===== src/rtl/arbiter_v2.sv =====
// arbiter_v2: single-port RAM arbiter for fetch, line drawer and circle drawer
// Ports: clk, rst_ (sync, active-high); per engine *_rts_in, *_rtr_out, *_op, *_addr, *_wrdata;
//   en_fetching gates the fetcher; RAM side wben, mem_addr, mem_data_out, mem_data_in;
//   read return on bcast_data with one-hot bcast_xfc_out strobe one cycle after grant.
// Define ARB_FIXED_PRIORITY_EN for fixed priority fetch > linedrawer > circledrawer.
module arbiter_v2 #(
   parameter int NUM_ENGINES = 2
) (
   input  logic                 clk,
   input  logic                 rst_,
   input  logic                 en_fetching,
   input  logic                 fetch_rts_in,
   output logic                 fetch_rtr_out,
   input  logic [3:0]           fetch_op,
   input  logic [16:0]          fetch_addr,
   input  logic [31:0]          fetch_wrdata,
   input  logic                 linedrawer_rts_in,
   output logic                 linedrawer_rtr_out,
   input  logic [3:0]           linedrawer_op,
   input  logic [16:0]          linedrawer_addr,
   input  logic [31:0]          linedrawer_wrdata,
   input  logic                 circledrawer_rts_in,
   output logic                 circledrawer_rtr_out,
   input  logic [3:0]           circledrawer_op,
   input  logic [16:0]          circledrawer_addr,
   input  logic [31:0]          circledrawer_wrdata,
   output logic [3:0]           wben,
   output logic [16:0]          mem_addr,
   input  logic [31:0]          mem_data_in,
   output logic [31:0]          mem_data_out,
   output logic [31:0]          bcast_data,
   output logic [NUM_ENGINES:0] bcast_xfc_out
);
   logic [2:0] elig, sel;
   logic [1:0] start, gnt_idx, rd_idx_q, rd_idx_d;
   logic gnt_v, gv, rd_q, rd_d;
   logic [3:0] g_op;
   logic [16:0] g_addr, addr_q, addr_d;
   logic [31:0] g_wd, data_q, data_d, bcast_q, bcast_d;
   always_comb begin
      elig = {circledrawer_rts_in, linedrawer_rts_in, fetch_rts_in & en_fetching};
      sel = 3'd0;
      gnt_v = 1'b0;
      gnt_idx = 2'd0;
      // scan from the far end so the requester nearest the start slot wins last
      for (int k = 2; k >= 0; k--) begin
         sel = {1'b0, start} + 3'(k);
         sel = sel >= 3'd3 ? sel - 3'd3 : sel;
         if (elig[sel[1:0]]) begin
            gnt_v = 1'b1;
            gnt_idx = sel[1:0];
         end
      end
      gv = gnt_v & ~rst_;
      g_op = gnt_idx == 2'd0 ? fetch_op : gnt_idx == 2'd1 ? linedrawer_op : circledrawer_op;
      g_addr = gnt_idx == 2'd0 ? fetch_addr : gnt_idx == 2'd1 ? linedrawer_addr : circledrawer_addr;
      g_wd = gnt_idx == 2'd0 ? fetch_wrdata : gnt_idx == 2'd1 ? linedrawer_wrdata : circledrawer_wrdata;
      fetch_rtr_out = gv & (gnt_idx == 2'd0);
      linedrawer_rtr_out = gv & (gnt_idx == 2'd1);
      circledrawer_rtr_out = gv & (gnt_idx == 2'd2);
      wben = gv ? g_op : 4'd0;
      mem_addr = rst_ ? 17'd0 : gv ? g_addr : addr_q;
      mem_data_out = rst_ ? 32'd0 : gv ? g_wd : data_q;
      addr_d = mem_addr;
      data_d = mem_data_out;
      rd_d = gv & (g_op == 4'd0);
      rd_idx_d = gnt_idx;
      bcast_d = rd_q ? mem_data_in : bcast_q;
      bcast_data = rst_ ? 32'd0 : bcast_d;
      bcast_xfc_out = '0;
      for (int j = 0; j <= NUM_ENGINES && j < 3; j++)
         bcast_xfc_out[j] = ~rst_ & rd_q & (rd_idx_q == 2'(j));
   end
   always_ff @(posedge clk) begin
      if (rst_) begin
         addr_q <= 17'd0;
         data_q <= 32'd0;
         bcast_q <= 32'd0;
         rd_q <= 1'b0;
         rd_idx_q <= 2'd0;
      end else begin
         addr_q <= addr_d;
         data_q <= data_d;
         bcast_q <= bcast_d;
         rd_q <= rd_d;
         rd_idx_q <= rd_idx_d;
      end
   end
`ifdef ARB_FIXED_PRIORITY_EN
   assign start = 2'd0;
`else
   logic [1:0] ptr_q, ptr_d;
   assign start = ptr_q;
   always_comb ptr_d = gv ? (gnt_idx == 2'd2 ? 2'd0 : gnt_idx + 2'd1) : ptr_q;
   always_ff @(posedge clk) begin
      if (rst_) ptr_q <= 2'd0;
      else ptr_q <= ptr_d;
   end
`endif
endmodule


===== config.mk =====
export PLATFORM = sky130hd
export DESIGN_NAME = arbiter_v2
export DESIGN_NICKNAME = d
export VERILOG_FILES = /design/src/rtl/arbiter_v2.sv
export SDC_FILE = /design/constraint.sdc
export NUM_CORES = 1
export LEC_CHECK = 0
export CAP_MARGIN = 30
export CELL_PAD_IN_SITES_DETAIL_PLACEMENT = 1
export CELL_PAD_IN_SITES_GLOBAL_PLACEMENT = 1
export CORE_MARGIN = 1
export CORE_UTILIZATION = 25
export DETAILED_ROUTE_END_ITERATION = 12
export PLACE_DENSITY = 0.82
export SETUP_SLACK_MARGIN = 0.02
export SYNTH_ARGS = -nofsm -noshare
export SYNTH_HDL_FRONTEND = slang
export SYNTH_SLANG_ARGS = --single-unit

===== constraint.sdc =====
create_clock -name clk -period 5.3 [get_ports clk]
set_input_delay 0.795 -clock clk [delete_from_list [all_inputs] [get_ports clk]]
set_output_delay 0.795 -clock clk [all_outputs]
set_load 0.05 [all_outputs]

==> flow_summary.yaml <==
status:
  status: "finished clean"
layout:
  fin_util_pct: 45.81
  final_cell_mix: "clkdlybuf4s50_1 (287), nand2_1 (146), o21ai_0 (141), dfxtp_1 (85), nand3_1 (48)"
  layout_commonest_cell: "clkdlybuf4s50_1"
  area_growth_pct: 78.84
  nNetsFinal: 1046
  seq_area_um2: 1723
  n_fill_cell: 2039
  diodes: 0
  multi_input_area_um2: 2351
  drive_gt1_share_pct: 3.756
floorplan:
  initial_core_util_pct: 25.61
  dieArea_um2: 17580
  ios: 288
  die_y_um: 132.6
  die_w_um: 132.6
  row_count: 47
  core_area_um2: 16640
synth:
  synth.avg_cell_area_um2: 7.237
  synthDistinctLibCells: 37
  ys_warn_count: 0
  synthArstFlopShare_pct: 0
  synth-main-ff-cell: "dfxtp_1"
  synth_edf_count: 0
  ys_ff_latch: 86
  ys_seq_area_share_pct: 40.39
  synth_cells: 589
  synth_area_um2: 4263
  synth_fp_nets: 788
critical_path:
  endpoint_kind: "primary output"
  critPathMaxStageDelay_ns: 0.83
  rr_worst_depth: 9
  critPathRequiredTime_ns: 4.51
  crit_chain: "clkdlybuf4s50_1 > a21boi_0 > o2111a_2 > buf_4 > nand2_1 > nand3_1 > o21ai_0 > o21ai_0 > clkdlybuf4s50_1"
  worst-path-max-fanout: 31
  cp_slowest_cell: "clkdlybuf4s50_1"
  crit_arrival_ns: 3.93
  worstSetupPathType: "in -> out"
  startpoint_type: "primary input"
detailed_routing:
  wl_um: 17040
  vias_per_cell: 4.774
  drc: 0
  drt_iter0_markers: 182
  first_pass_iters: 6
  route.vias.total: 5118
  ant_nets: 0
  wl_per_cell_um: 15.90
global_routing:
  grt_use_met3_pct: 6.092
  grt_pass1_wl_um: 27300
  grt_use_met1_pct: 21.06
  grt_pass1_vias: 5253
  antenna_found_initial: 0
  use_met2_pct: 36.02
  grt_max_degree: 107
  globalRouteTotalUtil_pct: 19.63
  busiest_layer: "met2"
  grt-ovfl-total: 0
place:
  port_buffers: 287
  post-dp-hpwl_um: 13000
  gp_congestion: 0.7552
clock_tree:
  cts_tree: "done"
  h-tree-depth: 3
  cts_num_sinks: 86
  cts_resized: 0
  path_clk_slew_ns: 0.06
  postCtsHoldBufs: 0
  postCtsSetupRepairBufs: 0
  clockBufferDepth: 2
  clk-insertion-delay-late_ns: 0.34
  cts_root_buf: "clkbuf_16"
  cts-buffers-inserted: 9
pwr:
  power_leakage_nw: 2.831
  cellPowerDensity_nw_per_um2: 481.6
  vdd_drop_max_uv: 196.4
sta:
  fin_crit_sh_pct: 89.10
  setup_viol: 0
  maxSlewViolCount: 0
  tightest_slew_ns: 0.9525
  setup_tns_ns: 0
  hold_viol_final: 0
  skew_ns: 0.008517
  max_freq_ghz: 0.2118
  rsz0062_at_grt: "false"
  slew_headroom_pct: 36.50
  fin_crit_ns: 4.722
worst_hold_path:
  hold_depth: 2
  min_path_type: "reg -> reg"
flow_run:
  drv_cap: 0
-- synth_stat cells, types with 3 or more instances --
cell	n	share of area (%)
a21oi_1	6	0.70
inv_1	3	0.26
nand3_1	48	5.6
mux2i_1	32	7.5
nand2_1	146	13
nor2_1	45	4.0
clkbuf_1	27	2.4
dfxtp_1	86	40
buf_1	3	0.26
o21ai_0	141	17
a22o_1	4	0.82
a221oi_1	3	0.62
buf_6	3	0.79
buf_2	14	1.6
-- worst max-delay path: cells and delay by family --
| kind | cells | cell delay (ns) |
|---|---|---|
| compound gates | 4 | 1.24 |
| simple gates | 2 | 0.19 |
| buf+inv | 3 | 1.68 |
-- path summary, 6_finish.rpt --
kind,startpoint,end,slack (ns)
setup reg to reg,ptr_q[0]$_SDFFE_PP0N_,data_q[5]$_SDFF_PP0_,2.53
hold reg to reg,data_q[16]$_SDFF_PP0_,data_q[16]$_SDFF_PP0_,0.44
hold / removal,data_q[16]$_SDFF_PP0_,data_q[16]$_SDFF_PP0_,0.44
setup / recovery,fetch_rts_in,mem_data_out[5],0.58
-- registers in the layout, summed over array words and instances (netlist names) --
name / flops
addr_q: 17
bcast_q: 32
data_q: 32
ptr_q: 2
rd_idx_q: 2
rd_q: 1
-- per-stage QoR --
step	setup WS [ns]	std cells	hold slack, ns	power, mW	area, µm²
after CTS	0.5139	1072	0.4512	3.735	7624
after global placement	0.5995	1055	0.4247	3.028	7303
after global routing	0.3940	1072	0.4735	3.910	7624
final	0.5775	1072	0.4420	3.672	7624
after detailed placement	0.5409	1056	0.4360	3.072	7323
after floorplan	1.450	589	0.4146	2.297	4263
-- kinds of logic (layout without fill, tap and decap cells) --
logic type                 count (synthesis)  count (layout)  share of synthesized area, %
muxes                                     32              32                         7.514
adders and majority gates                  4               4                         1.086
DFF                                       86              86                         40.39
and+or+nand+nor                          250             250                         24.39
AOI/OAI and AO/OA                        167             167                         21.28
buffers and inverters                     50             313                         5.342
-- area by class of cell --
class,count,area share (%)
inverters,3,0.1477
clock buffers,11,3.184
clock inverters,5,0.7550
well taps,220,3.611
flip-flops and latches,86,22.60
multi-input cells,453,30.84
repair buffers,294,38.86
-- power breakdown --
group          switching, mW  internal, mW
Clock                  0.269         0.379
Sequential            0.0572         0.832
Combinational           1.41         0.725
Total                   1.74          1.94
-- metal layers --
| layer | vias up | share of wire, % |
|---|---|---|
| li1 | 2528 | - |
| met1 | 2360 | 40 |
| met2 | 203 | 50 |
| met3 | 27 | 7.8 |
| met4 | 0 | 2.4 |
| met5 | - | 0 |
(Power assumes the default switching activity.)
